File: src/rtl/chunked_lookahead_subtractor.sv
// rtl/chunked_lookahead_subtractor.sv - multi-cycle subtractor, CHUNK bits per clock
// Borrow lookahead within a chunk, registered borrow between chunks.
module chunked_lookahead_subtractor #(
    parameter int WIDTH = 8,
    parameter int CHUNK = 4
) (
    input  logic             clk,
    input  logic             rst,
    input  logic             start_i,
    input  logic [WIDTH-1:0] A,
    input  logic [WIDTH-1:0] B,
    input  logic             Bw_i,
    output logic             busy,
    output logic             done,
    output logic [WIDTH-1:0] D,
    output logic             Bw_o,
    output logic             ovf
);
    localparam int N  = WIDTH / CHUNK;
    localparam int KW = (N > 1) ? $clog2(N) : 1;
    localparam logic [KW-1:0] K_LAST = KW'(N - 1);

    typedef enum logic [1:0] {S_IDLE, S_BUSY, S_DONE} state_t;

    state_t           state_q, state_d;
    logic [WIDTH-1:0] a_q, a_d, b_q, b_d, acc_q, acc_d, d_q, d_d;
    logic             bw_q, bw_d, bwo_q, bwo_d, ovf_q, ovf_d;
    logic [KW-1:0]    k_q, k_d;

    logic [CHUNK-1:0] ca, cb, cg, cp, cdiff;
    logic [CHUNK:0]   cbr;
    logic             term;

    // Each borrow is a flat OR of generate terms gated by the propagates above them.
    always_comb begin
        ca   = a_q[int'(k_q)*CHUNK +: CHUNK];
        cb   = b_q[int'(k_q)*CHUNK +: CHUNK];
        cg   = ~ca & cb;
        cp   = ~(ca ^ cb);
        term = 1'b0;
        cbr  = '0;
        cbr[0] = bw_q;
        for (int j = 0; j < CHUNK; j++) begin
            term = bw_q;
            for (int m = 0; m <= j; m++) begin
                term = term & cp[m];
            end
            cbr[j+1] = term;
            for (int m = 0; m <= j; m++) begin
                term = cg[m];
                for (int n = m + 1; n <= j; n++) begin
                    term = term & cp[n];
                end
                cbr[j+1] = cbr[j+1] | term;
            end
        end
        cdiff = ca ^ cb ^ cbr[CHUNK-1:0];
    end

    always_comb begin
        state_d = state_q;
        a_d     = a_q;
        b_d     = b_q;
        acc_d   = acc_q;
        bw_d    = bw_q;
        k_d     = k_q;
        d_d     = d_q;
        bwo_d   = bwo_q;
        ovf_d   = ovf_q;
        case (state_q)
            S_IDLE, S_DONE: begin
                state_d = S_IDLE;
                if (start_i) begin
                    a_d     = A;
                    b_d     = B;
                    bw_d    = Bw_i;
                    k_d     = '0;
                    acc_d   = '0;
                    state_d = S_BUSY;
                end
            end
            S_BUSY: begin
                acc_d[int'(k_q)*CHUNK +: CHUNK] = cdiff;
                bw_d = cbr[CHUNK];
                if (k_q == K_LAST) begin
                    k_d     = '0;
                    d_d     = acc_d;
                    bwo_d   = cbr[CHUNK];
                    ovf_d   = (a_q[WIDTH-1] != b_q[WIDTH-1]) & (acc_d[WIDTH-1] != a_q[WIDTH-1]);
                    state_d = S_DONE;
                end else begin
                    k_d = k_q + KW'(1);
                end
            end
            default: state_d = S_IDLE;
        endcase
    end

    always_ff @(posedge clk or posedge rst) begin
        if (rst) begin
            state_q <= S_IDLE;
            a_q     <= '0;
            b_q     <= '0;
            acc_q   <= '0;
            bw_q    <= 1'b0;
            k_q     <= '0;
            d_q     <= '0;
            bwo_q   <= 1'b0;
            ovf_q   <= 1'b0;
        end else begin
            state_q <= state_d;
            a_q     <= a_d;
            b_q     <= b_d;
            acc_q   <= acc_d;
            bw_q    <= bw_d;
            k_q     <= k_d;
            d_q     <= d_d;
            bwo_q   <= bwo_d;
            ovf_q   <= ovf_d;
        end
    end

    assign busy = (state_q == S_BUSY);
    assign done = (state_q == S_DONE);
    assign D    = d_q;
    assign Bw_o = bwo_q;
    assign ovf  = ovf_q;
endmodule

File: config.mk
export PLATFORM = sky130hd
export DESIGN_NAME = chunked_lookahead_subtractor
export DESIGN_NICKNAME = d
export VERILOG_FILES = /design/src/rtl/chunked_lookahead_subtractor.sv
export SDC_FILE = /design/constraint.sdc
export NUM_CORES = 1
export LEC_CHECK = 0
export ABC_AREA = 1
export CORE_ASPECT_RATIO = 1.75
export CORE_UTILIZATION = 45
export CTS_CLUSTER_DIAMETER = 60
export DETAILED_ROUTE_END_ITERATION = 10
export PLACE_DENSITY = 0.71
export SYNTH_ARGS = -nofsm -noshare
export SYNTH_HDL_FRONTEND = slang
export SYNTH_SLANG_ARGS = --single-unit
File: constraint.sdc
create_clock -name clk -period 4.2 [get_ports clk]
set_clock_uncertainty 0.1 [all_clocks]
set_input_delay 0.84 -clock clk [delete_from_list [all_inputs] [get_ports clk]]
set_output_delay 0.84 -clock clk [all_outputs]
set_load 0.03 [all_outputs]
==> results.yml, run 1 <==
route:
  detail_route.vias_per_cell: 5.00
  detailroute.via_count: 1244
  post-route-drc-count: 0
  detail_route.first_pass.iterations: 4
  routedWlPerCell_um: 13.2
  ant_nets: 0
  detailedRoute.firstIterationViolations: 29
  detail_route.wirelength_um: 3290
finish:
  drive_above_1_share_pct: 14.7
  final_cell_area_um2: 2110
  area_growth_syn_to_layout_pct: 28.7
  antenna_cells: 0
  multiInputGateArea_um2: 664
  final_net_count: 229
  sequential_cell_area_um2: 876
  fin_cells: 249
  final_common_cell: "sky130_fd_sc_hd__nand2_1"
  fillers: 332
  mostFrequentLayoutCells: "40 x sky130_fd_sc_hd__nand2_1, 35 x sky130_fd_sc_hd__dfrtp_1, 31 x sky130_fd_sc_hd__clkdlybuf4s50_1"
clocking:
  clkSlewWorstSetupHoldPaths_ns: 0.07
  tritoncts: "done"
  post_cts_hold_buffer_count: 0
  clk_latency_ns: 0.29
  cts.repair_timing.setup_buffer_count: 0
  clockRootBuffer: "sky130_fd_sc_hd__clkbuf_8"
  cts-buffers-inserted: 5
  ctsHtreeMaxLevel: 2
  cts-resized-gates: 0
  cts_max_path_buffers: 2
  cts_num_sinks: 35
floorplanning:
  floorplan.rows: 28
  die_width_um: 47.7
  dieArea_um2: 3900
  core_region_area_um2: 3430
  initial_core_utilization_pct: 47.8
  floorplan.die.height_um: 81.9
  ioPinCount: 32
placement:
  dpl-instance-area_um2: 1990
  place_hpwl_um: 2480
  dpl_worst_slack_ns: 1.76
  placement.io_buffers: 31
  gp_routability_congestion: 0.855
  post-place-cells: 241
timing:
  finalCritPeriodShare_pct: 61.5
  timing.final.max_slew_violations: 0
  fin_setup_tns_ns: 0
  rsz0062_at_grt: "no"
  final.min_clock_period_ns: 2.58
  max_clock_freq_mhz: 387
  slew-limit-headroom_pct: 68.5
  setup_violations: 0
  hold_violations: 0
  worst-slew-pin-transition_ns: 0.472
  layout_setup_ws_ns: 1.62
yosys:
  synthesis.area_um2: 1640
  postSynthRegisterBits: 35
  synthesized_area_per_cell_um2: 9.77
  synth_top_cell_by_area: "sky130_fd_sc_hd__dfrtp_1"
  synth_area_leaders: "sky130_fd_sc_hd__dfrtp_1 53%, sky130_fd_sc_hd__nand2_1 9.1%, sky130_fd_sc_hd__mux2_2 7.5%"
  synthCells: 168
  seq_area_frac_synth_pct: 53.4
  netlist_cell_types: 26
  synthesis.nets: 194
  netlist.area_leader.share_pct: 53.4
  yosys_warnings: 0
grt:
  maximum_number_of_pins_on_one_net_before_global_route_repair: 36
  number_of_global_route_vias_before_repair: 1282
  total_congestion_overflow: 0
  grt_antenna_before_repair: 0
  global_route.usage.total_pct: 19.5
  grt_first_pass_wirelength_um: 5290
min_path:
  worstHoldPathType: "register to register"
setup_path:
  cp_max_fo: 5
  timing_worst_setup_path_type: "register to primary output"
  crit_path_start_kind: "register"
  cp.arrival_ns: 1.64
  worstPathRequired_ns: 3.26
  critPathCaptureType: "primary output"
power_and_ir_drop:
  vdd_ir_drop_max_v: 0.000521
  power_density_relative_to_cell_area_nw_per_um2: 937
  fin_total_pwr_mw: 1.98
  power_leakage_nw: 1.01
run:
  maxCapViolations: 0
status:
  run_status: "completed"
metrics by stage:
step,utilization (%),hold slack [ns]
2_1_floorplan,-,0.341
3_3_place_gp,58.1,0.357
3_5_place_dp,58.1,0.370
4_1_cts,61.5,0.388
5_1_grt,61.5,0.404
6_report,61.5,0.382
Yosys cell counts:
cell / instances
sky130_fd_sc_hd__nor2_1: 9
sky130_fd_sc_hd__mux2_2: 11
sky130_fd_sc_hd__nand4_1: 1
sky130_fd_sc_hd__o21ai_0: 8
sky130_fd_sc_hd__mux2i_1: 3
sky130_fd_sc_hd__fa_1: 1
sky130_fd_sc_hd__nor2_4: 1
sky130_fd_sc_hd__inv_4: 2
sky130_fd_sc_hd__or2_2: 1
sky130_fd_sc_hd__nand3_1: 14
sky130_fd_sc_hd__nand2_2: 1
sky130_fd_sc_hd__clkbuf_1: 1
sky130_fd_sc_hd__dfrtp_1: 35
sky130_fd_sc_hd__o21ai_2: 2
sky130_fd_sc_hd__inv_2: 2
sky130_fd_sc_hd__inv_1: 16
sky130_fd_sc_hd__a21oi_1: 6
sky130_fd_sc_hd__ha_1: 5
sky130_fd_sc_hd__nand2_1: 40
sky130_fd_sc_hd__or2_1: 1
sky130_fd_sc_hd__xnor2_1: 1
sky130_fd_sc_hd__xor2_1: 1
sky130_fd_sc_hd__nor2_8: 1
sky130_fd_sc_hd__buf_4: 1
sky130_fd_sc_hd__buf_2: 2
sky130_fd_sc_hd__o22ai_1: 2
path summary, 6_finish.rpt:
kind	start	to	slack (ns)	cells after the start
min	D[6]	D[6]	0.38	2
min reg2reg	D[6]	D[6]	0.38	2
max reg2reg	k_q	ovf	1.84	11
max	state_q[0]	busy	1.62	3
max in group asynchronous	rst	b_q[2]	2.83	3
min in group asynchronous	rst	a_q[5]	0.85	3
kinds of logic (layout without fill, tap and decap cells):
family,Yosys count,count (layout),synth area share [%]
XOR/XNOR,2,2,1.07
buffers and inverters,24,60,6.17
AO/OA/AOI/OAI,18,18,6.10
flip-flops,35,35,53.4
adder cells (fa/ha/maj),6,6,5.03
AND/OR/NAND/NOR,69,69,18.9
multiplexers,14,14,9.38
critical path, stage by stage, from the launching register on:
cell                              delay (ns)
sky130_fd_sc_hd__dfrtp_1                0.38
sky130_fd_sc_hd__inv_2                  0.07
sky130_fd_sc_hd__nor2_4                 0.19
sky130_fd_sc_hd__clkdlybuf4s50_1        0.71
per-layer routing:
layer | vias to the layer above | global-route usage, % | share of wire, %
met5 | - | 0 | 0
met4 | 0 | 12.5 | 4.7
met3 | 15 | 4.84 | 4.5
met2 | 38 | 34.8 | 58
met1 | 584 | 18.3 | 33
li1 | 607 | - | -
registers in the layout, summed over array words and instances (netlist names):
| name | cells |
|---|---|
| a_q | 8 |
| ovf | 1 |
| D | 8 |
| state_q | 2 |
| bw_q | 1 |
| acc_q | 5 |
| b_q | 8 |
| k_q | 1 |
| Bw_o | 1 |
power breakdown:
group          internal [mW]  leakage (nW)  switching (mW)
clock network          0.192        0.0612           0.121
logic                  0.428         0.528           0.632
registers              0.503         0.423           0.102
total                   1.12          1.01           0.856
cell type report:
class / count / area share [%]
clock buffer: 6 / 3.91
clock inverter: 2 / 1.66
inverter: 20 / 3.79
multi-input combinational: 109 / 31.5
sequential: 35 / 41.5
tap: 45 / 2.67
timing repair buffer: 32 / 15.0
Power figures use the tool's default switching activity.
==> run 2: changes to the inputs <==
- clock period: 4.2 -> 2.7 ns (I/O delays scaled with it)
==> run 2 against run 1 <==
Against the previous run: global-route usage decreased by 0.18 points; die area unchanged; combinational power increased by 55%; register-to-register slack got worse by 1.5 ns; clock power increased by 14%; wire length decreased by 5.2%; setup slack got worse by 1.3 ns; via count decreased by 0.48%; power increased by 49%; flip-flop and latch count unchanged; cell count increased by 0.40%.
==> results.yml, run 2 (synthesized netlist as in run 1, its figures left out) <==
status:
  run_status: "completed"
clocking:
  cts-buffers-inserted: 5
  cts_num_sinks: 35
  clockRootBuffer: "sky130_fd_sc_hd__clkbuf_8"
  post_cts_hold_buffer_count: 0
  clkSlewWorstSetupHoldPaths_ns: 0.07
  cts_max_path_buffers: 2
  clk_latency_ns: 0.29
  cts-resized-gates: 0
  tritoncts: "done"
  cts.repair_timing.setup_buffer_count: 0
  ctsHtreeMaxLevel: 2
power_and_ir_drop:
  fin_total_pwr_mw: 2.94
  power_leakage_nw: 0.998
  power_density_relative_to_cell_area_nw_per_um2: 1410
  vdd_ir_drop_max_v: 0.000679
grt:
  grt.busiest_layer: "met2"
  number_of_global_route_vias_before_repair: 1276
  total_congestion_overflow: 0
  grt_antenna_before_repair: 0
  globalRouteMet1Util_pct: 17.0
  grt.met2_usage_pct: 35.2
  globalRouteMet3Util_pct: 3.52
  global_route.usage.total_pct: 19.3
  maximum_number_of_pins_on_one_net_before_global_route_repair: 36
  grt_first_pass_wirelength_um: 5110
finish:
  multiInputGateArea_um2: 664
  postLayoutCoreUtil_pct: 60.7
  final_net_count: 230
  sequential_cell_area_um2: 876
  fillers: 332
  final_common_cell: "sky130_fd_sc_hd__nand2_1"
  antenna_cells: 0
  drive_above_1_share_pct: 14.1
  mostFrequentLayoutCells: "40 x sky130_fd_sc_hd__nand2_1, 35 x sky130_fd_sc_hd__dfrtp_1, 31 x sky130_fd_sc_hd__clkdlybuf4s50_1"
  area_growth_syn_to_layout_pct: 26.9
  fin_cells: 250
setup_path:
  worstSetupStartpoint: "k_q"
  r2r-start: "k_q"
  rrSetupSlack_ns: 0.32
  cp_max_fo: 15
  critPathCaptureType: "register"
  worstPathRequired_ns: 2.79
  r2r-end: "ovf"
  crit_path_start_kind: "register"
  critical_path.endpoint: "ovf"
  cp.arrival_ns: 2.47
  timing_worst_setup_path_type: "register to register"
  ff2ff_path_depth: 11
placement:
  gp_routability_congestion: 0.818
  post-place-cells: 242
  placement.io_buffers: 31
  place_hpwl_um: 2400
floorplanning:
  initial_core_utilization_pct: 47.8
  ioPinCount: 32
  core_region_area_um2: 3430
  floorplan.die.height_um: 81.9
  die_width_um: 47.7
  floorplan.rows: 28
  dieArea_um2: 3900
route:
  detailedRoute.firstIterationViolations: 21
  detailroute.via_count: 1238
  detail_route.first_pass.iterations: 4
  routedWlPerCell_um: 12.5
  detail_route.vias_per_cell: 4.95
  detail_route.wirelength_um: 3120
  post-route-drc-count: 0
  ant_nets: 0
timing:
  rsz0062_at_grt: "no"
  fin_setup_tns_ns: 0
  slew-limit-headroom_pct: 66.3
  setup_violations: 0
  timing.final.max_slew_violations: 0
  whs_ns: 0.386
  final.min_clock_period_ns: 2.38
  max_clock_freq_mhz: 420
  hold_violations: 0
  worst-slew-pin-transition_ns: 0.505
  finalCritPeriodShare_pct: 88.1
run:
  maxCapViolations: 0
min_path:
  worstHoldPathType: "register to register"
-- run 2: metrics by stage --
stage / setup WS, ns / area (um^2)
2_1_floorplan: 0.455 / 1640
3_3_place_gp: 0.454 / 2000
3_5_place_dp: 0.352 / 2000
4_1_cts: 0.338 / 2080
5_1_grt: 0.0810 / 2080
6_report: 0.322 / 2080
-- run 2: worst min path at each step --
| stage | cells past startpoint | start | slack (ns) | to |
|---|---|---|---|---|
| floorplan | 2 | acc_q[7] | 0.34 | acc_q[7] |
| global placement | 2 | D[5] | 0.35 | D[5] |
| detailed placement | 2 | acc_q[7] | 0.37 | acc_q[7] |
| CTS | 2 | acc_q[7] | 0.39 | acc_q[7] |
| global route | 2 | acc_q[1] | 0.42 | acc_q[1] |
| finish | 2 | D[1] | 0.39 | D[1] |
-- run 2: report_power, final --
group	leakage, nW	internal [mW]	total [mW]	switching (mW)
combinational	0.532	0.667	1.64	0.977
sequential	0.423	0.783	0.939	0.156
clock	0.0422	0.181	0.358	0.177
-- run 2: critical path: stages, from the launching register on --
cell and delay, ns:
sky130_fd_sc_hd__dfrtp_1 0.66, sky130_fd_sc_hd__mux2i_1 0.35, sky130_fd_sc_hd__ha_1 0.28, sky130_fd_sc_hd__ha_1 0.19
sky130_fd_sc_hd__nand2_1 0.06, sky130_fd_sc_hd__nand3_1 0.11, sky130_fd_sc_hd__nand2_1 0.10, sky130_fd_sc_hd__nand3_1 0.10
sky130_fd_sc_hd__nand3_1 0.13, sky130_fd_sc_hd__nand2_1 0.07, sky130_fd_sc_hd__nand2_1 0.06, sky130_fd_sc_hd__nand2_1 0.05
-- run 2: routing by layer --
metal | share of wire, % | up-vias
li1 | - | 610
met1 | 37 | 586
met2 | 55 | 32
met3 | 4.0 | 10
met4 | 3.5 | 0
met5 | 0 | -
-- run 2: area by class of cell --
type                       count  share of cell area (%)
sequential                    35                    42.0
inverter                      20                    3.84
clock inverter                 1                   0.240
clock buffer                   7                    3.66
multi-input combinational    109                    31.9
timing repair buffer          33                    15.6
tap                           45                    2.70
